$ cat src/rtl/csr_pkg.sv
// CSR address map and address type shared by the GPIO CSR file and the
// decode-stage control logic.
package csr_pkg;

    typedef logic [11:0] csr_addr_t;

    localparam csr_addr_t GPIO_IN   = 12'hF00;
    localparam csr_addr_t GPIO_OUT0 = 12'hF02;
    localparam csr_addr_t GPIO_OUT1 = 12'hF03;
    localparam csr_addr_t CYCLE     = 12'hB00;
    localparam csr_addr_t CYCLEH    = 12'hB80;
    localparam csr_addr_t INSTRET   = 12'hB02;
    localparam csr_addr_t INSTRETH  = 12'hB82;

endpackage

$ cat src/rtl/gpio_sync.sv
// Multi-flop synchronizer for asynchronous GPIO inputs.
// Ports: clk, rst_n (sync, active-low), d (async in), q (synchronized out).
module gpio_sync #(
    parameter int DEPTH = 2,
    parameter int W     = 32
) (
    input  logic         clk,
    input  logic         rst_n,
    input  logic [W-1:0] d,
    output logic [W-1:0] q
);

    logic [W-1:0] r_stage [DEPTH];

    always_ff @(posedge clk) begin
        if (!rst_n) begin
            for (int i = 0; i < DEPTH; i++)
                r_stage[i] <= '0;
        end else begin
            r_stage[0] <= d;
            for (int i = 1; i < DEPTH; i++)
                r_stage[i] <= r_stage[i-1];
        end
    end

    assign q = r_stage[DEPTH-1];

endmodule

$ cat src/rtl/csr_gpio_file.sv
// GPIO-mapped CSR file: synchronized GPIO_IN, two RW output registers,
// and optional 64-bit cycle/instret counters (macro CSR_COUNTERS_EN).
// Ports: clk, rst_n (sync, active-low); csr_en, gpio_we, csr_addr,
// csr_wdata, stall, retire (access); gpio_in (async pins);
// csr_rdata (old value, combinational), gpio_out0/1, csr_illegal.
module csr_gpio_file
    import csr_pkg::*;
#(
    parameter logic [31:0] GPIO_OUT_RST = 32'h0000_0000,
    parameter int          SYNC_STAGES  = 2
) (
    input  logic        clk,
    input  logic        rst_n,
    input  logic        csr_en,
    input  logic        gpio_we,
    input  csr_addr_t   csr_addr,
    input  logic [31:0] csr_wdata,
    input  logic        stall,
    input  logic        retire,
    input  logic [31:0] gpio_in,
    output logic [31:0] csr_rdata,
    output logic [31:0] gpio_out0,
    output logic [31:0] gpio_out1,
    output logic        csr_illegal
);

    logic [31:0] r_out0;
    logic [31:0] r_out1;
    logic [31:0] w_gpio_in;
    logic        w_wr;
    logic        w_we0;
    logic        w_we1;
    logic        w_hit;
    logic [31:0] w_rdata;

    gpio_sync #(
        .DEPTH (SYNC_STAGES),
        .W     (32)
    ) u_sync (
        .clk   (clk),
        .rst_n (rst_n),
        .d     (gpio_in),
        .q     (w_gpio_in)
    );

    assign w_wr  = csr_en & gpio_we & ~stall;
    assign w_we0 = w_wr & (csr_addr == GPIO_OUT0);
    assign w_we1 = w_wr & (csr_addr == GPIO_OUT1);

    always_ff @(posedge clk) begin
        if (!rst_n) begin
            r_out0 <= GPIO_OUT_RST;
            r_out1 <= GPIO_OUT_RST;
        end else begin
            if (w_we0)
                r_out0 <= csr_wdata;
            if (w_we1)
                r_out1 <= csr_wdata;
        end
    end

    assign gpio_out0 = r_out0;
    assign gpio_out1 = r_out1;

`ifdef CSR_COUNTERS_EN
    logic [63:0] r_cycle;
    logic [63:0] r_instret;

    // Both counters wrap silently through natural 64-bit overflow.
    always_ff @(posedge clk) begin
        if (!rst_n) begin
            r_cycle   <= '0;
            r_instret <= '0;
        end else begin
            r_cycle <= r_cycle + 64'd1;
            if (retire && !stall)
                r_instret <= r_instret + 64'd1;
        end
    end
`else
    logic w_unused_retire;
    assign w_unused_retire = retire;
`endif

    // Reads see register state before this cycle's edge, so a
    // same-cycle write returns the old value.
    always_comb begin
        w_rdata = '0;
        w_hit   = 1'b1;
        unique case (csr_addr)
            GPIO_IN:   w_rdata = w_gpio_in;
            GPIO_OUT0: w_rdata = r_out0;
            GPIO_OUT1: w_rdata = r_out1;
`ifdef CSR_COUNTERS_EN
            CYCLE:     w_rdata = r_cycle[31:0];
            CYCLEH:    w_rdata = r_cycle[63:32];
            INSTRET:   w_rdata = r_instret[31:0];
            INSTRETH:  w_rdata = r_instret[63:32];
`endif
            default:   w_hit = 1'b0;
        endcase
    end

    assign csr_rdata   = csr_en ? w_rdata : 32'h0;
    assign csr_illegal = csr_en & ~w_hit;

endmodule

$ cat config.mk
export PLATFORM = sky130hd
export DESIGN_NAME = csr_gpio_file
export DESIGN_NICKNAME = d
export VERILOG_FILES = /design/src/rtl/csr_pkg.sv /design/src/rtl/gpio_sync.sv /design/src/rtl/csr_gpio_file.sv
export SDC_FILE = /design/constraint.sdc
export NUM_CORES = 1
export LEC_CHECK = 0
export ABC_AREA = 1
export ABC_CLOCK_PERIOD_IN_PS = 2700
export BUFFER_PORTS_ARGS = -buffer_cell sky130_fd_sc_hd__buf_2
export CORE_MARGIN = 3
export CORE_UTILIZATION = 54
export DETAILED_ROUTE_END_ITERATION = 10
export PLACE_DENSITY = 0.85
export SYNTH_ARGS = -nofsm -noshare
export SYNTH_HDL_FRONTEND = slang
export SYNTH_SLANG_ARGS = --single-unit
$ cat constraint.sdc
create_clock -name clk -period 2.7 [get_ports clk]
set_input_delay 0.54 -clock clk [delete_from_list [all_inputs] [get_ports clk]]
set_output_delay 0.54 -clock clk [all_outputs]
set_load 0.02 [all_outputs]
## Word-level counts from Yosys, hierarchy flattened

Memory sizes are Yosys's and may differ from the RTL's.
Index checks and enable logic that the tools add are counted.

| cells by class | value |
|---|---|
| bitwise operators | 9 |
| reduce and logical (&&, ||, !) cells | 1 |
| equal/unequal tests | 3 |
| muxes and demuxes | 7 |

Operator list:

| operator | count |
|---|---|
| two-way mux 32 bit | 3 |
| case mux 32 bit (3 select lines) | 1 |
| equality test 12 bit, second input constant | 3 |
| bitwise AND 1 bit | 5 |
| two-way mux 1 bit | 3 |
| OR reduction 3 bit | 1 |
| inverter 1 bit | 2 |
| OR 1 bit | 2 |

| storage, ports and cells | value |
|---|---|
| output and inout port bits | 97 |
| RAM bits | 64 |
| bits in registers | 64 |
| memories kept | 1 |
| input port bits | 82 |
| logic and storage cells | 23 |

Memory list:

| memory | words | bits a word | rd ports | clocked after memory_dff | wr ports | RTL line | text |
|---|---|---|---|---|---|---|---|
| u_sync.r_stage | 2 | 32 | 2 | 0 | 2 | gpio_sync.sv:13 | `logic [W-1:0] r_stage [DEPTH];` |

## Logic depth before layout (Yosys ltp)

Gate-level depths: netlist of run 1.

| logic depth | value |
|---|---|
| depth after elaboration | 5 |
| gate-level depth with buffers | 10 |
| mapped depth without buffers | 8 |

## By module

Synthesis of run 1 repeated with hierarchy kept, for this count alone.

| second synthesis, totals | value |
|---|---|
| cells, all modules | 823 |
| area total of the unflattened synthesis | 5,919.4 um^2 |

By module, submodules not included:

| module | cells an instance | times used | seq. area each (um^2) | area an instance (um^2) |
|---|---|---|---|---|
| csr_gpio_file | 592 | 1 | 1,281.2 | 3,838.7 |
| gpio_sync | 231 | 1 | 1,281.2 | 2,080.7 |

## Worst setup path after synthesis of run 1

Ideal clock, no wire load.

| timing path | value |
|---|---|
| path kind | input port to output port |
| from | input csr_addr[7] |
| to | output csr_rdata[13] |
| buffers on the path | 1 |
| stages on the path | 6 |
| required time | 2.160 ns |
| arrival time | 1.659 ns |
| setup slack | 0.501 ns |
| cell sequence | nor2_1 nand2_2 nor2_4 o2111ai_2 clkbuf_1 nor2_1 |

| between the ends | value |
|---|---|
| word-level cells in the longest chain between the ends | 3 |
| elaborated cells on any way between the ends | 5 |
| classes of those cells | eq/ne (3); mux (2) |

RTL lines:

| item | RTL line | text |
|---|---|---|
| start: declaration | csr_gpio_file.sv:16 | `input csr_addr_t csr_addr,` |
| equality test 12 bit | csr_gpio_file.sv:90 | `unique case (csr_addr)` |
| case mux 32 bit (3 select lines) (*) | csr_gpio_file.sv:90 |  |
| two-way mux 32 bit (*) | csr_gpio_file.sv:104 | `assign csr_rdata = csr_en ? w_rdata : 32'h0;` |
| end: declaration | csr_gpio_file.sv:21 | `output logic [31:0] csr_rdata,` |

Mark *: on every way between the ends. The rest lies on a longest branch, timed or not.

## Worst setup path after layout of run 1

| timing path | value |
|---|---|
| from | input csr_addr[7] |
| to | output csr_rdata[20] |

The elaborated chain is that of the path after synthesis.

==> results of run 1 <==
-- logic make-up after synthesis --
| family | count (synthesis) | synth area share, % |
|---|---|---|
| buffers and inverters | 182 | 13.6 |
| DFF | 128 | 47.2 |
| and+or+nand+nor | 461 | 36.2 |
| AOI/OAI and AO/OA | 31 | 3.04 |
-- Yosys cell counts (2+ instances only) --
cell	number	area [um2]
nand2_1	205	769
inv_1	130	488
dfxtp_1	128	2560
nor2_1	121	454
nand3_1	97	485
a21oi_1	30	150
nand4_1	30	188
clkbuf_1	20	75.1
buf_2	18	90.1
buf_4	7	52.6
buf_1	5	18.8
nor2_2	3	18.8
nand3_2	2	20.0
nor2_4	2	22.5
-- how the worst max path moves through the flow --
| stage | cells past startpoint | end | slack, ps |
|---|---|---|---|
| floorplan | 6 | csr_rdata[13] | 500 |
| global placement | 9 | csr_rdata[24] | 150 |
| detailed placement | 9 | csr_rdata[26] | 130 |
| CTS | 9 | csr_rdata[26] | 50 |
| global route | 11 | csr_rdata[16] | 30 |
| finish | 11 | csr_rdata[20] | 180 |
-- worst max-delay path, cell delays in order --
cell	delay [ps]
buf_2	100
nor2_1	130
nand2_2	110
nor2_4	210
buf_4	160
buf_12	180
nand3_1	90
nand2_1	80
nor2_1	40
nor2_1	130
buf_2	190
-- power by group --
group	total (mW)	internal, mW	switching [mW]
clock network	2.17	1.25	0.914
registers	1.95	1.93	0.0137
logic	0.190	0.0717	0.118
total	4.31	3.26	1.05
-- per-stage QoR --
stage | hold WS (ps) | util (%) | setup WS, ps
after floorplan | 390 | - | 501
after global placement | 394 | 67.9 | 153
after detailed placement | 397 | 67.9 | 132
after CTS | 192 | 73.8 | 52.2
after global routing | 200 | 74.2 | 25.8
final | 204 | 74.2 | 179
-- layout by cell type (no fill, tap or decap), types with 3 or more instances in the layout --
| cell type | n |
|---|---|
| buf_12 | 3 |
| clkbuf_16 | 16 |
| nor2_1 | 121 |
| inv_6 | 5 |
| nand4_1 | 30 |
| buf_2 | 176 |
| clkinvlp_4 | 4 |
| nand2_1 | 203 |
| nand3_1 | 97 |
| inv_8 | 3 |
| a21oi_1 | 30 |
| dfxtp_1 | 128 |
| nor2_2 | 3 |
| inv_1 | 130 |
| buf_4 | 26 |
| nand2_2 | 3 |
-- routing by layer --
| layer | vias up | wire length, um | GRT usage, % |
|---|---|---|---|
| met1 | 2456 | 6330 | 35.3 |
| met3 | 42 | 1550 | 5.22 |
| li1 | 2788 | - | - |
| met2 | 332 | 7350 | 45.4 |
| met4 | 0 | 453 | 11.9 |
| met5 | - | 0 | 0 |
-- state kept, by name (all words and copies together) (netlist names) --
register,cells
gpio_out1,32
u_sync.r_stage,64
gpio_out0,32
-- area by class of cell --
class | instances | area [um2] | area share (%)
well taps | 129 | 161 | 2.29
repair buffers | 205 | 1140 | 16.1
inverters | 131 | 492 | 6.97
clock inverters | 14 | 146 | 2.08
flip-flops and latches | 128 | 2560 | 36.3
multi-input cells | 492 | 2130 | 30.3
clock buffers | 18 | 418 | 5.93
-- what timing repair did --
item / in CTS / in global routing
setup buffers: 0 / 4
gates resized for setup: 0 / 2
endpoints found under the setup margin: 0 / 5
==> flow_metrics.env, run 1 <==
export IMPL_fin_crit_sh_pct=93.4
export IMPL_grt_max_degree=65
export IMPL_ys_warn_count=0
export IMPL_ys_async_sr_fraction_pct=0
export IMPL_drc=0
export IMPL_relSlewSlack_pct=27.7
export IMPL_nets=1057
export IMPL_ys_seq_area_share_pct=47.2
export IMPL_die_w_um=106
export IMPL_maxCapViolCount=0
export IMPL_hold_path_class="in -> reg"
export IMPL_cts_buffers=17
export IMPL_cp_arrival_ps=1980
export IMPL_syn_num_nets=884
export IMPL_ir_worst_vdd_mv=0.421
export IMPL_startpoint="csr_addr[7]"
export IMPL_syn_cell_area_mm2=0.00543
export IMPL_outcome="completed"
export IMPL_first_pass_iters=5
export IMPL_fin_area_mm2=0.00705
export IMPL_r2r_cells=4
export IMPL_drt_iter0_drc=479
export IMPL_coreArea_mm2=0.00950
export IMPL_grt_ovfl_total=0
export IMPL_cp_start_kind="primary input"
export IMPL_portBuffers=177
export IMPL_ios=179
export IMPL_fin_tns_setup_ps=0
export IMPL_num_rows=35
export IMPL_grt_pass1_vias=5060
export IMPL_ys_types=18
export IMPL_fin_worst_skew_ps=6.55
export IMPL_period_needed_ps=2520
export IMPL_report_final_hold_viol_count=0
export IMPL_hold_depth=3
export IMPL_cts_htree_levels=4
export IMPL_post_dp_hpwl_um=10600
export IMPL_antennaDiodeCount=0
export IMPL_dp_cells=1081
export IMPL_via_count=5618
export IMPL_clock_latency_ps=510
export IMPL_nFillCells=758
export IMPL_grt_total_usage_pct=27.6
export IMPL_hold_buffers=0
export IMPL_holdPathEnd="u_sync.r_stage[0][11]"
export IMPL_p_leak_nw=4.08
export IMPL_dieHeight_um=106
export IMPL_antenna_found_initial=0
export IMPL_rsz0062_at_grt="no"
export IMPL_cts_root_buffer="clkbuf_8"
export IMPL_clock_sinks=128
export IMPL_ys_flop_type="dfxtp_1"
export IMPL_critPathMaxFanout=37
export IMPL_setup_viol=0
export IMPL_grt_pass1_wl_um=24800
export IMPL_max_freq_mhz=397
export IMPL_r2r_start="gpio_out1[11]"
export IMPL_netlist_instances=802
export IMPL_clk_pin_slew_ps=60
export IMPL_r2r_slack_ps=1980
export IMPL_total_power_mw=4.31
export IMPL_initial_core_util_pct=57.2
export IMPL_final_antenna_net_count=0
export IMPL_min_from="gpio_in[11]"
export IMPL_crit_required_ps=2160
export IMPL_endpoint_kind="output port"
export IMPL_place_congestion=0.853
export IMPL_timing_rr_end="gpio_out1[11]"
export IMPL_synth_avg_cell_area_um2=6.77
export IMPL_vias_per_cell=5.03
export IMPL_synth_edf_count=0
export IMPL_ctsLongestPathBuffers=2
export IMPL_drive_above_1_share_pct=25.1
export IMPL_wl_per_cell_um=14.0
export IMPL_place_area_mm2=0.00645
export IMPL_slew_violations=0
export IMPL_fin_cells=1117
export IMPL_cts_tree="yes"
export IMPL_critical_path_class="in -> out"
export IMPL_pwr_density_cell_mw_per_mm2=611
export IMPL_worstMarginPinSlew_ps=1080
export IMPL_die_area_mm2=0.0113
export IMPL_area_growth_pct=29.8
export IMPL_wl_um=15700
export IMPL_ys_ff_latch=128
No activity file was read; power rests on OpenSTA's default activity.
==> run 2: changes to the inputs <==
--- a/config.mk
+++ b/config.mk
@@ -6,12 +6,12 @@
 export NUM_CORES = 1
 export LEC_CHECK = 0
 export ABC_AREA = 1
-export ABC_CLOCK_PERIOD_IN_PS = 2700
 export BUFFER_PORTS_ARGS = -buffer_cell sky130_fd_sc_hd__buf_2
 export CORE_MARGIN = 3
-export CORE_UTILIZATION = 54
+export CORE_UTILIZATION = 55
+export CTS_BUF_LIST = sky130_fd_sc_hd__clkbuf_8
 export DETAILED_ROUTE_END_ITERATION = 10
-export PLACE_DENSITY = 0.85
+export PLACE_DENSITY = 0.86
 export SYNTH_ARGS = -nofsm -noshare
 export SYNTH_HDL_FRONTEND = slang
 export SYNTH_SLANG_ARGS = --single-unit
==> flow_metrics.env, run 2 (synthesis results as in run 1) <==
export IMPL_min_from="gpio_in[22]"
export IMPL_crit_buf_inv=3
export IMPL_area_growth_pct=26.0
export IMPL_cts_htree_levels=4
export IMPL_grt_ovfl_total=0
export IMPL_grt_total_usage_pct=26.5
export IMPL_ctsLongestPathBuffers=2
export IMPL_hold_slack_ps=301
export IMPL_final_common_cell="nand2_1"
export IMPL_portBuffers=177
export IMPL_antenna_found_initial=0
export IMPL_die_area_mm2=0.0111
export IMPL_total_power_mw=3.70
export IMPL_die_w_um=105
export IMPL_wl_um=15000
export IMPL_drive_above_1_share_pct=24.4
export IMPL_cts_tree="yes"
export IMPL_relSlewSlack_pct=67.6
export IMPL_critPathMaxFanout=8
export IMPL_cts_root_buffer="clkbuf_8"
export IMPL_fin_worst_skew_ps=6.66
export IMPL_outcome="completed"
export IMPL_nets=1050
export IMPL_r2r_cells=4
export IMPL_startpoint="csr_addr[3]"
export IMPL_drt_iter0_drc=304
export IMPL_cp_start_kind="primary input"
export IMPL_coreArea_mm2=0.00942
export IMPL_drc=0
export IMPL_hold_buffers=0
export IMPL_setup_viol=0
export IMPL_initial_core_util_pct=57.7
export IMPL_clock_latency_ps=410
export IMPL_p_leak_nw=3.98
export IMPL_wl_per_cell_um=13.5
export IMPL_hold_path_class="in -> reg"
export IMPL_fin_area_mm2=0.00684
export IMPL_mostFrequentLayoutCells="205 x nand2_1, 176 x buf_2, 131 x inv_1"
export IMPL_cp_depth=9
export IMPL_period_needed_ps=2580
export IMPL_grt_pass1_wl_um=23500
export IMPL_setup_worst_path_end="csr_rdata[24]"
export IMPL_first_pass_iters=5
export IMPL_worstMarginPinSlew_ps=486
export IMPL_crit_required_ps=2160
export IMPL_place_area_mm2=0.00647
export IMPL_place_congestion=0.879
export IMPL_r2r_slack_ps=1990
export IMPL_slowest_delay_ps=310
export IMPL_regArea_mm2=0.00256
export IMPL_postCtsResizedCells=0
export IMPL_ir_worst_vdd_mv=0.309
export IMPL_clk_pin_slew_ps=80
export IMPL_worstPathCellList="buf_2, nor2_2, nand2_1, inv_2, nand2_1, nor2_1, nor2_1, nor2_1, buf_2"
export IMPL_vias_per_cell=4.94
export IMPL_slew_violations=0
export IMPL_critPathSlowestCell="nand2_1"
export IMPL_ios=179
export IMPL_num_rows=35
export IMPL_r2r_start="gpio_out1[7]"
export IMPL_fin_tns_setup_ps=0
export IMPL_fin_crit_sh_pct=95.5
export IMPL_via_count=5478
export IMPL_post_dp_hpwl_um=10700
export IMPL_cts_buffers=17
export IMPL_multi_input_area_mm2=0.00213
export IMPL_grt_pass1_vias=4689
export IMPL_maxCapViolCount=0
export IMPL_largest_reg_flops=64
export IMPL_grt_max_degree=59
export IMPL_dieHeight_um=105
export IMPL_top_register="u_sync.r_stage"
export IMPL_cp_arrival_ps=2040
export IMPL_max_freq_mhz=388
export IMPL_clock_sinks=128
export IMPL_rsz0062_at_grt="no"
export IMPL_cpLargestDelayFamily="simple AND/OR/NAND/NOR gates"
export IMPL_final_antenna_net_count=0
export IMPL_timing_rr_end="gpio_out1[7]"
export IMPL_post_cts_buffers=0
export IMPL_cp_common_cell="nor2_1"
export IMPL_nFillCells=810
export IMPL_report_final_hold_viol_count=0
export IMPL_endpoint_kind="output port"
export IMPL_pwr_density_cell_mw_per_mm2=541
export IMPL_critical_path_class="in -> out"
export IMPL_antennaDiodeCount=0
[run 2: changes by cell type in the layout (fill, tap and decap cells not counted), sizes merged]
cell / before / now
clkinv: 1 / 3
buf: 205 / 198
inv: 139 / 138
clkinvlp: 4 / 3
[run 2: layout make-up]
type / instances / area share, %
multi-input cells: 492 / 31.1
clock buffers: 18 / 3.62
well taps: 129 / 2.36
inverters: 131 / 7.18
repair buffers: 198 / 16.4
clock inverters: 14 / 1.90
flip-flops and latches: 128 / 37.4
[run 2: tightest hold or removal path, delay by kind of cell]
kind                   cells  cell delay (ps)
buffers and inverters      2              110
AND/OR/NAND/NOR            1               40
[run 2: stage by stage]
stage               util (%)  std cells  worst slack (ps)
finish                  72.7       1110               123
global route            72.7       1110              14.4
CTS                     72.7       1110               139
detailed placement      68.7       1078               150
global placement        68.7       1078               171
floorplan                  -        802               501
[run 2: report_power, final]
group,switching [mW],total (mW),leakage [nW],internal (mW)
registers,0.0128,1.94,1.04,1.93
logic,0.116,0.190,2.74,0.0734
clock network,0.801,1.57,0.190,0.767
[run 2: how the worst min path moves through the flow]
stage / endpoint / slack (ps) / cells past startpoint
global placement: u_sync.r_stage[0][46] / 390 / 2
CTS: u_sync.r_stage[0][22] / 280 / 3
finish: u_sync.r_stage[0][22] / 300 / 3
global route: u_sync.r_stage[0][5] / 280 / 3
detailed placement: u_sync.r_stage[0][37] / 390 / 2
floorplan: u_sync.r_stage[0][32] / 390 / 2
[run 2: routing by layer]
metal  part of all wire, %  track usage [%]
met5                     0                0
met4                   1.8             8.72
met3                   9.7             5.82
met2                    47             43.4
met1                    41             34.9
==> run 3: changes to the inputs <==
--- a/config.mk
+++ b/config.mk
@@ -12,6 +12,7 @@
 export CTS_BUF_LIST = sky130_fd_sc_hd__clkbuf_8
 export DETAILED_ROUTE_END_ITERATION = 10
 export PLACE_DENSITY = 0.86
+export RECOVER_POWER = 25
 export SYNTH_ARGS = -nofsm -noshare
 export SYNTH_HDL_FRONTEND = slang
 export SYNTH_SLANG_ARGS = --single-unit
==> flow_metrics.env, run 3 (synthesis results as in run 1) <==
export IMPL_cts_htree_levels=4
export IMPL_cp_arrival_ps=2040
export IMPL_post_dp_hpwl_um=10700
export IMPL_nets=1050
export IMPL_die_w_um=105
export IMPL_critPathMaxFanout=33
export IMPL_ios=179
export IMPL_grt_total_usage_pct=26.5
export IMPL_place_congestion=0.879
export IMPL_ctsLongestPathBuffers=2
export IMPL_fin_area_mm2=0.00684
export IMPL_drc=0
export IMPL_area_growth_pct=25.9
export IMPL_p_sw_mw=0.930
export IMPL_clock_sinks=128
export IMPL_maxCapViolCount=1
export IMPL_hold_depth=3
export IMPL_setup_viol=0
export IMPL_ir_worst_vdd_mv=0.309
export IMPL_cp_start_kind="primary input"
export IMPL_top_register="u_sync.r_stage"
export IMPL_p_leak_nw=3.98
export IMPL_clock_latency_ps=410
export IMPL_drt_iter0_drc=326
export IMPL_critical_path_class="in -> out"
export IMPL_portBuffers=177
export IMPL_final_antenna_net_count=0
export IMPL_num_rows=35
export IMPL_slew_violations=42
export IMPL_post_cts_buffers=0
export IMPL_timing_rr_end="gpio_out1[27]"
export IMPL_drive_above_1_share_pct=24.3
export IMPL_hold_path_class="in -> reg"
export IMPL_fin_tns_setup_ps=0
export IMPL_violations="capacitance limit, slew limit"
export IMPL_slowest_delay_ps=350
export IMPL_grt_ovfl_total=0
export IMPL_max_freq_mhz=388
export IMPL_critPathSlowestCell="buf_4"
export IMPL_period_needed_ps=2580
export IMPL_r2r_slack_ps=1960
export IMPL_largest_reg_flops=64
export IMPL_fin_worst_skew_ps=6.24
export IMPL_clock_power_share_pct=42.3
export IMPL_hold_slack_ps=298
export IMPL_worstPathCellList="buf_2, nor2_1, nand2_2, nor2_4, buf_4, nand3_1, nand2_1, nor2_1, nor2_1, buf_2"
export IMPL_cts_root_buffer="clkbuf_8"
export IMPL_rsz0062_at_grt="no"
export IMPL_coreArea_mm2=0.00942
export IMPL_report_final_hold_viol_count=0
export IMPL_relSlewSlack_pct=-22.6
export IMPL_grt_pass1_vias=4689
export IMPL_initial_core_util_pct=57.7
export IMPL_place_area_mm2=0.00647
export IMPL_min_from="gpio_in[22]"
export IMPL_vias_per_cell=4.90
export IMPL_grt_pass1_wl_um=23500
export IMPL_grt_max_degree=59
export IMPL_via_count=5441
export IMPL_dieHeight_um=105
export IMPL_pwr_density_cell_mw_per_mm2=541
export IMPL_cts_buffers=17
export IMPL_p_sw_share_pct=25.1
export IMPL_crit_required_ps=2160
export IMPL_cp_common_cell="nor2_1"
export IMPL_seqPwrFrac_pct=52.5
export IMPL_fin_crit_sh_pct=95.5
export IMPL_clk_pin_slew_ps=80
export IMPL_die_area_mm2=0.0111
export IMPL_antenna_found_initial=0
export IMPL_worstMarginPinSlew_ps=1840
export IMPL_postCtsResizedCells=0
export IMPL_final_common_cell="nand2_1"
export IMPL_cts_tree="yes"
export IMPL_mostFrequentLayoutCells="205 x nand2_1, 176 x buf_2, 131 x inv_1"
export IMPL_r2r_cells=4
export IMPL_outcome="complete, but fails checks"
export IMPL_wl_per_cell_um=13.6
export IMPL_first_pass_iters=5
export IMPL_holdPathEnd="u_sync.r_stage[0][22]"
export IMPL_p_comb_share_pct=5.2
export IMPL_r2r_start="gpio_out1[27]"
export IMPL_endpoint_kind="output port"
export IMPL_antennaDiodeCount=0
export IMPL_total_power_mw=3.70
export IMPL_hold_buffers=0
export IMPL_p_int_mw=2.77
export IMPL_wl_um=15100
-- run 3: changes by cell type in the layout (fill, tap and decap cells not counted), sizes merged --
cell / previous run / this run
buf: 198 / 197
clkbuf: 18 / 19
-- run 3: final cells by class --
type | count | area (um2)
well taps | 129 | 161
multi-input cells | 492 | 2130
inverters | 131 | 492
clock buffers | 18 | 248
repair buffers | 198 | 1120
clock inverters | 14 | 130
flip-flops and latches | 128 | 2560
fillers | 809 | 2570
-- run 3: metrics by stage --
stage          std cells  setup slack (ps)  util, %
2_1_floorplan        802               501        -
3_3_place_gp        1078               171     68.7
3_5_place_dp        1078               150     68.7
4_1_cts             1110               139     72.7
5_1_grt             1110              14.4     72.7
6_report            1110               122     72.7
-- run 3: layer usage --
layer	vias up	share of wire, %	global-route usage (%)
li1	2776	-	-
met1	2347	42	34.9
met2	298	47	43.4
met3	20	9.4	5.82
met4	0	1.7	8.72
met5	-	0	0
-- run 3: how the worst max path moves through the flow --
| stage | startpoint | to | slack (ps) | cells past startpoint |
|---|---|---|---|---|
| floorplan | csr_addr[7] | csr_rdata[13] | 500 | 6 |
| global placement | csr_addr[3] | csr_rdata[24] | 170 | 9 |
| detailed placement | csr_addr[5] | csr_rdata[21] | 150 | 10 |
| CTS | csr_addr[5] | csr_rdata[21] | 140 | 10 |
| global route | csr_addr[5] | csr_rdata[21] | 10 | 10 |
| finish | csr_addr[5] | csr_rdata[21] | 120 | 10 |
-- run 3: worst max-delay path, delay by kind of cell --
| family | cells | cell delay [ps] |
|---|---|---|
| AND/OR/NAND/NOR | 7 | 850 |
| buffers and inverters | 3 | 640 |
-- run 3: power groups by stage --
stage	sequential (mW)	clock [mW]	combinational, mW
after floorplan	1.98	0	0.0884
after global placement	1.99	0	0.185
after detailed placement	1.99	0	0.189
after CTS	1.94	1.59	0.189
after global routing	1.95	1.68	0.213
final	1.94	1.57	0.191
